File: config.mk
export PLATFORM = sky130hd
export DESIGN_NAME = a_st_deserializer_flat
export DESIGN_NICKNAME = d
export VERILOG_FILES = /design/src/rtl/a_st_deserializer_pkg.sv /design/src/rtl/a_st_deserializer_if.sv /design/src/rtl/a_st_deserializer_sat_counter.sv /design/src/rtl/a_st_deserializer.sv /design/src/flat_wrapper.sv
export SDC_FILE = /design/constraint.sdc
export NUM_CORES = 1
export LEC_CHECK = 0
export BUFFER_PORTS_ARGS = -buffer_cell sky130_fd_sc_hd__buf_2
export CORE_MARGIN = 2
export CORE_UTILIZATION = 52
export DETAILED_ROUTE_END_ITERATION = 10
export GPL_TIMING_DRIVEN = 0
export PLACE_DENSITY_LB_ADDON = 0.12
export SETUP_SLACK_MARGIN = 0.02
export SLEW_MARGIN = 25
export SYNTH_ARGS = -nofsm -noshare
export SYNTH_HDL_FRONTEND = slang
export SYNTH_SLANG_ARGS = --single-unit
File: constraint.sdc
create_clock -name clk -period 2.75 [get_ports clk]
set_input_delay 0.1375 -clock clk [delete_from_list [all_inputs] [get_ports clk]]
set_output_delay 0.1375 -clock clk [all_outputs]
set_load 0.005 [all_outputs]
File: src/rtl/a_st_deserializer_pkg.sv
// Shared types for the aSt beat link: the aSt structure, beat framing constants
// and the deserializer state encoding.
package a_st_deserializer_pkg;

   localparam int ASIZE            = 7;
   localparam int ASIZE2           = 11;
   localparam int ANOTHER_SIZE     = 4;
   localparam int YET_ANOTHER_SIZE = 8;

   typedef logic [ASIZE-1:0]            aSizeT;
   typedef logic [ASIZE2-1:0]           aBiggerT;
   typedef logic [ANOTHER_SIZE-1:0]     anotherSizeT;
   typedef logic [YET_ANOTHER_SIZE-1:0] yetAnotherSizeT;

   // Element 0 of variablea2 is the least significant slice of the packed array.
   typedef struct packed {
      aSizeT                      variablea;
      aBiggerT [ASIZE2-1:0]       variablea2;
      anotherSizeT                another;
      yetAnotherSizeT             yetAnother;
   } aSt;

   localparam int A_ST_BEATS = 14;

   typedef logic [3:0]        aStBeatIdxT;
   typedef logic [ASIZE2-1:0] aStBeatT;

   typedef enum logic [1:0] {
      COLLECT = 2'd0,
      HOLD    = 2'd1,
      DROP    = 2'd2
   } aStDeserStateT;

endpackage

File: src/rtl/a_st_deserializer_if.sv
// Beat-in / structure-out channel of the aSt deserializer, plus its error reporting.
interface a_st_deserializer_if;
   import a_st_deserializer_pkg::*;

   logic       in_valid;
   logic       in_ready;
   aStBeatT    in_data;
   logic       in_last;
   logic       out_valid;
   logic       out_ready;
   aSt         out_data;
   logic       err_pulse;
   logic [7:0] err_count;

   modport master (
      output in_valid, in_data, in_last, out_ready,
      input  in_ready, out_valid, out_data, err_pulse, err_count
   );

   modport slave (
      input  in_valid, in_data, in_last, out_ready,
      output in_ready, out_valid, out_data, err_pulse, err_count
   );

endinterface

File: src/rtl/a_st_deserializer_sat_counter.sv
// Up-counter that sticks at its maximum value instead of wrapping.
module a_st_deserializer_sat_counter #(
   parameter int WIDTH = 8
) (
   input  logic             clk,
   input  logic             rst,
   input  logic             inc,
   output logic [WIDTH-1:0] count
);

   logic [WIDTH-1:0] count_q;
   logic [WIDTH-1:0] count_d;

   always_comb begin
      count_d = count_q;
      if (inc && (count_q != {WIDTH{1'b1}})) begin
         count_d = count_q + {{(WIDTH-1){1'b0}}, 1'b1};
      end
   end

   always_ff @(posedge clk) begin
      if (rst) begin
         count_q <= '0;
      end else begin
         count_q <= count_d;
      end
   end

   assign count = count_q;

endmodule

File: src/rtl/a_st_deserializer.sv
// Reassembles one aSt structure from 14 narrow beats and holds it until the consumer
// takes it; malformed frames are discarded and counted.
module a_st_deserializer
   import a_st_deserializer_pkg::*;
(
   input  logic                clk,
   input  logic                rst,
   a_st_deserializer_if.slave  bus
);

   localparam logic [1:0] ST_COLLECT = COLLECT;
   localparam logic [1:0] ST_HOLD    = HOLD;
   localparam logic [1:0] ST_DROP    = DROP;

   localparam aStBeatIdxT IDX_ANOTHER = 4'(A_ST_BEATS - 2);
   localparam aStBeatIdxT IDX_LAST    = 4'(A_ST_BEATS - 1);

   logic [1:0] state_q, state_d;
   aStBeatIdxT cnt_q, cnt_d;
   aSt         stage_q, stage_d;
   aSt         out_data_q, out_data_d;
   logic       in_ready_q, in_ready_d;
   logic       err_pulse_q, err_pulse_d;
   logic       accept;
   logic       frame_err;

   assign accept = bus.in_valid & in_ready_q;

   always_comb begin
      state_d     = state_q;
      cnt_d       = cnt_q;
      stage_d     = stage_q;
      out_data_d  = out_data_q;
      frame_err   = 1'b0;
      in_ready_d  = 1'b0;
      err_pulse_d = 1'b0;

      case (state_q)
         ST_COLLECT: begin
            if (accept) begin
               case (cnt_q)
                  4'd0:        stage_d.variablea  = bus.in_data[ASIZE-1:0];
                  IDX_ANOTHER: stage_d.another    = bus.in_data[ANOTHER_SIZE-1:0];
                  IDX_LAST:    stage_d.yetAnother = bus.in_data[YET_ANOTHER_SIZE-1:0];
                  default: begin
                     for (int i = 0; i < ASIZE2; i++) begin
                        if (cnt_q == aStBeatIdxT'(i + 1)) begin
                           stage_d.variablea2[i] = bus.in_data;
                        end
                     end
                  end
               endcase

               // The frame is only published once it is known to be well formed.
               if (cnt_q == IDX_LAST) begin
                  cnt_d = '0;
                  if (bus.in_last) begin
                     state_d    = ST_HOLD;
                     out_data_d = stage_d;
                  end else begin
                     state_d   = ST_DROP;
                     frame_err = 1'b1;
                  end
               end else if (bus.in_last) begin
                  cnt_d     = '0;
                  frame_err = 1'b1;
               end else begin
                  cnt_d = cnt_q + 4'd1;
               end
            end
         end
         ST_DROP: begin
            if (accept && bus.in_last) begin
               state_d = ST_COLLECT;
               cnt_d   = '0;
            end
         end
         ST_HOLD: begin
            if (bus.out_ready) begin
               state_d = ST_COLLECT;
            end
         end
         default: begin
            state_d = ST_COLLECT;
            cnt_d   = '0;
         end
      endcase

      in_ready_d  = (state_d != ST_HOLD);
      err_pulse_d = frame_err;
   end

   always_ff @(posedge clk) begin
      if (rst) begin
         state_q     <= ST_COLLECT;
         cnt_q       <= '0;
         out_data_q  <= '0;
         in_ready_q  <= 1'b0;
         err_pulse_q <= 1'b0;
      end else begin
         state_q     <= state_d;
         cnt_q       <= cnt_d;
         out_data_q  <= out_data_d;
         in_ready_q  <= in_ready_d;
         err_pulse_q <= err_pulse_d;
      end
   end

   // Staging contents are always overwritten before use, so they carry no reset.
   always_ff @(posedge clk) begin
      stage_q <= stage_d;
   end

   a_st_deserializer_sat_counter #(
      .WIDTH (8)
   ) u_err_count (
      .clk   (clk),
      .rst   (rst),
      .inc   (frame_err),
      .count (bus.err_count)
   );

   assign bus.in_ready  = in_ready_q;
   assign bus.out_valid = (state_q == ST_HOLD);
   assign bus.out_data  = out_data_q;
   assign bus.err_pulse = err_pulse_q;

endmodule

File: src/flat_wrapper.sv
// flat-port wrapper written by rule: the top's interface ports become plain ports
module a_st_deserializer_flat import a_st_deserializer_pkg::*;
  (clk, rst, bus_in_valid, bus_in_data, bus_in_last, bus_out_ready, bus_in_ready, bus_out_valid, bus_out_data, bus_err_pulse, bus_err_count);
  a_st_deserializer_if bus_i ();
  input  logic clk;
  input  logic rst;
  input wire logic [$bits(bus_i.in_valid)-1:0] bus_in_valid;
  input wire logic [$bits(bus_i.in_data)-1:0] bus_in_data;
  input wire logic [$bits(bus_i.in_last)-1:0] bus_in_last;
  input wire logic [$bits(bus_i.out_ready)-1:0] bus_out_ready;
  output wire logic [$bits(bus_i.in_ready)-1:0] bus_in_ready;
  output wire logic [$bits(bus_i.out_valid)-1:0] bus_out_valid;
  output wire logic [$bits(bus_i.out_data)-1:0] bus_out_data;
  output wire logic [$bits(bus_i.err_pulse)-1:0] bus_err_pulse;
  output wire logic [$bits(bus_i.err_count)-1:0] bus_err_count;
  assign bus_i.in_valid = bus_in_valid;
  assign bus_i.in_data = bus_in_data;
  assign bus_i.in_last = bus_in_last;
  assign bus_i.out_ready = bus_out_ready;
  assign bus_in_ready = bus_i.in_ready;
  assign bus_out_valid = bus_i.out_valid;
  assign bus_out_data = bus_i.out_data;
  assign bus_err_pulse = bus_i.err_pulse;
  assign bus_err_count = bus_i.err_count;
  a_st_deserializer u_core (.clk(clk), .rst(rst), .bus(bus_i));
endmodule
==> impl_metrics.tcl <==
set metrics [dict create \
    clkTransAtPathRegs_ns 0.06 \
    r2r_cells 9 \
    place.port_buffers 165 \
    synth-seq-cells 296 \
    clockBufferDepth 3 \
    critPathKind "register to register" \
    ys_seq_area_frac 0.601 \
    endpoint_kind "register" \
    grt_use_total 0.224 \
    drt_wl_total_um 28300 \
    p_leak_nw 7.08 \
    use_met1 0.312 \
    dp_hpwl_um 18100 \
    drive_above_1_share 0.347 \
    routabilityCongestion 0.805 \
    synth.distinct_cells 39 \
    busiest_layer "met2" \
    slew_headroom 0.344 \
    antenna_found_initial 1 \
    io_pins 167 \
    wl_per_cell_um 19.5 \
    place_inst 1385 \
    fin_area_um2 14500 \
    cts_setup_buffers 0 \
    drt_iter0_markers 453 \
    layout_min_cycle_time_ns 2.50 \
    p_per_area_nw_per_um2 617 \
    nFillCells 1888 \
    cts_sinks 296 \
    crit_arrival_ns 2.98 \
    hold_depth 2 \
    htree_levels 1 \
    fp-row-count 56 \
    max_freq_mhz 400 \
    layout_common_cells "182 x buf_2, 156 x dfxtp_1, 143 x mux2_2" \
    cts_root_buf "clkbuf_16" \
    rsz0062_at_grt "yes" \
    synth_warnings 0 \
    irDropWorstVdd_mv 0.418 \
    finalSetupViolCount 0 \
    period_share 0.908 \
    drt-vias-per-instance 5.48 \
    post_dp_cell_area_um2 13400 \
    r2r_slack_ns 0.25 \
    cp.required_ns 3.24 \
    route.detailed.drc 0 \
    dieWidth_um 157 \
    syn-instance-count 901 \
    fin_skew_ns 0.0126 \
    hold_path_class "primary input to register" \
    insertion_delay_ns 0.55 \
    status "finished clean" \
    cap_violations 0 \
    die_h_um 157 \
    dr.pass1.iters 5 \
    dieArea_um2 24700 \
    layout.nets 1130 \
    syn2layout_area_growth_pct 18.7 \
    cts_buffers 30 \
    worst_slew_pin_slew_ns 0.984 \
    initial_core_util 0.524 \
    grt_util_met3 0.0344 \
    grt_pass1_vias 7532 \
    setup.worst_path.start_class "register" \
    overflow 0 \
    layout.cells.non_filler 1452 \
    grt_max_degree 144 \
    synth.avg_cell_area_um2 13.5 \
    diodes 0 \
    crit_fanout 143 \
    use_met2 0.367 \
    slew_violations 0 \
    tritoncts "done" \
    core_um2 23300 \
    route.vias.total 7962 \
    final_common_cell "buf_2" \
    antenna_left 0 \
    synth_area_um2 12200 \
    hold_viol 0 \
    syn-num-nets 922 \
    grt_pass1_wl_um 42600 \
    hold-worst-slack_ns 0.0132 \
]
[timing repair]
action / CTS / global route
endpoints found under the setup margin: 131 / 78
hold buffers: 11 / 0
hold endpoints to repair: 23 / 0
gates resized for setup: 1 / 1
[state kept, by name (all words and copies together), names as in the netlist]
register,count
u_core.bus.out_data,140
u_core.state_q,2
u_core.bus.in_ready,1
u_core.bus.err_pulse,1
u_core.cnt_q,4
u_core.u_err_count.count,8
u_core.stage_q,140
[layer usage]
layer,part of all wire,vias to the layer above
li1,-,3728
met1,0.46,3989
met2,0.48,200
met3,0.046,45
met4,0.021,0
met5,0,-
[through the flow]
step	setup WS (ns)	total power, mW	util	setup TNS [ns]
5_1_grt	-0.00351	9.21	0.622	-0.00351
3_3_place_gp	-0.399	5.13	0.577	-43.74
2_1_floorplan	0.154	5.00	-	0
3_5_place_dp	-0.127	5.13	0.577	-7.90
4_1_cts	0.0204	9.02	0.622	0
6_report	0.253	8.93	0.622	0
[synthesized netlist by cell type]
master,instances,area share
nand2b_1,123,0.063
or3_1,2,0.0010
o311ai_0,1,0.00072
xnor2_1,1,0.00072
ha_1,5,0.0051
nand2_1,14,0.0043
nor4_1,4,0.0021
a211oi_2,1,0.0010
buf_4,3,0.0018
inv_4,1,0.00051
nand3_1,7,0.0029
o21ai_0,4,0.0016
nand3_4,1,0.0014
and3_1,5,0.0026
o41a_1,1,0.00092
buf_2,17,0.0070
mux2_2,143,0.13
clkbuf_1,36,0.011
inv_1,6,0.0018
nor2_1,35,0.011
nor3b_2,1,0.0010
or2_2,1,0.00051
a31o_2,1,0.00072
and2_1,3,0.0015
o211ai_1,1,0.00062
inv_2,1,0.00031
buf_6,18,0.017
o31ai_1,4,0.0025
dfxtp_1,156,0.26
nor3_1,14,0.0057
mux2i_1,9,0.0074
edfxtp_1,140,0.34
a21oi_1,9,0.0037
o211a_1,121,0.099
or4_1,3,0.0018
o41ai_1,1,0.00072
nand4_1,1,0.00051
nor2b_1,5,0.0026
a31oi_1,2,0.0010
[path summary, 6_finish.rpt]
check	start	endpoint
worst min register to register	u_core.bus.out_data[0]$_SDFFE_PP0P_	u_core.bus.out_data[0]$_SDFFE_PP0P_
worst min-delay path	bus_in_data[3]	u_core.stage_q[48]$_DFFE_PP_
worst max register to register	u_core.bus.in_ready$_SDFF_PP0_	u_core.bus.out_data[21]$_SDFFE_PP0P_
worst max-delay path	u_core.bus.in_ready$_SDFF_PP0_	u_core.bus.out_data[21]$_SDFFE_PP0P_
[worst max-delay path: stages, from the launching register on]
cell	delay (ns)
dfxtp_1	0.40
nand2_1	0.08
or3_1	0.32
buf_6	0.17
inv_16	0.34
nand3_4	0.19
buf_2	0.27
clkbuf_1	0.29
nand2b_1	0.17
o211a_1	0.17
[report_power, final]
part           total [mW]  switching [mW]  internal, mW
clock                3.88            1.64          2.24
sequential           4.72          0.0204          4.70
combinational       0.324           0.217         0.106
[cell families after synthesis]
family / share of synthesized area
multiplexers: 0.139
XOR/XNOR: 0.000718
AND/OR/NAND/NOR: 0.102
adder cells (fa/ha/maj): 0.00513
flip-flops: 0.601
AO/OA/AOI/OAI: 0.113
buffers and inverters: 0.0392
[layout make-up]
class | count | area [um2] | share of cell area
well taps | 319 | 399 | 0.0276
plain buffers | 74 | 445 | 0.0308
flip-flops and latches | 296 | 7330 | 0.506
multi-input cells | 523 | 4390 | 0.303
repair buffers | 176 | 936 | 0.0646
clock inverters | 8 | 62.6 | 0.00432
clock buffers | 48 | 870 | 0.0601
inverters | 8 | 46.3 | 0.00320
Power figures use the tool's default switching activity.
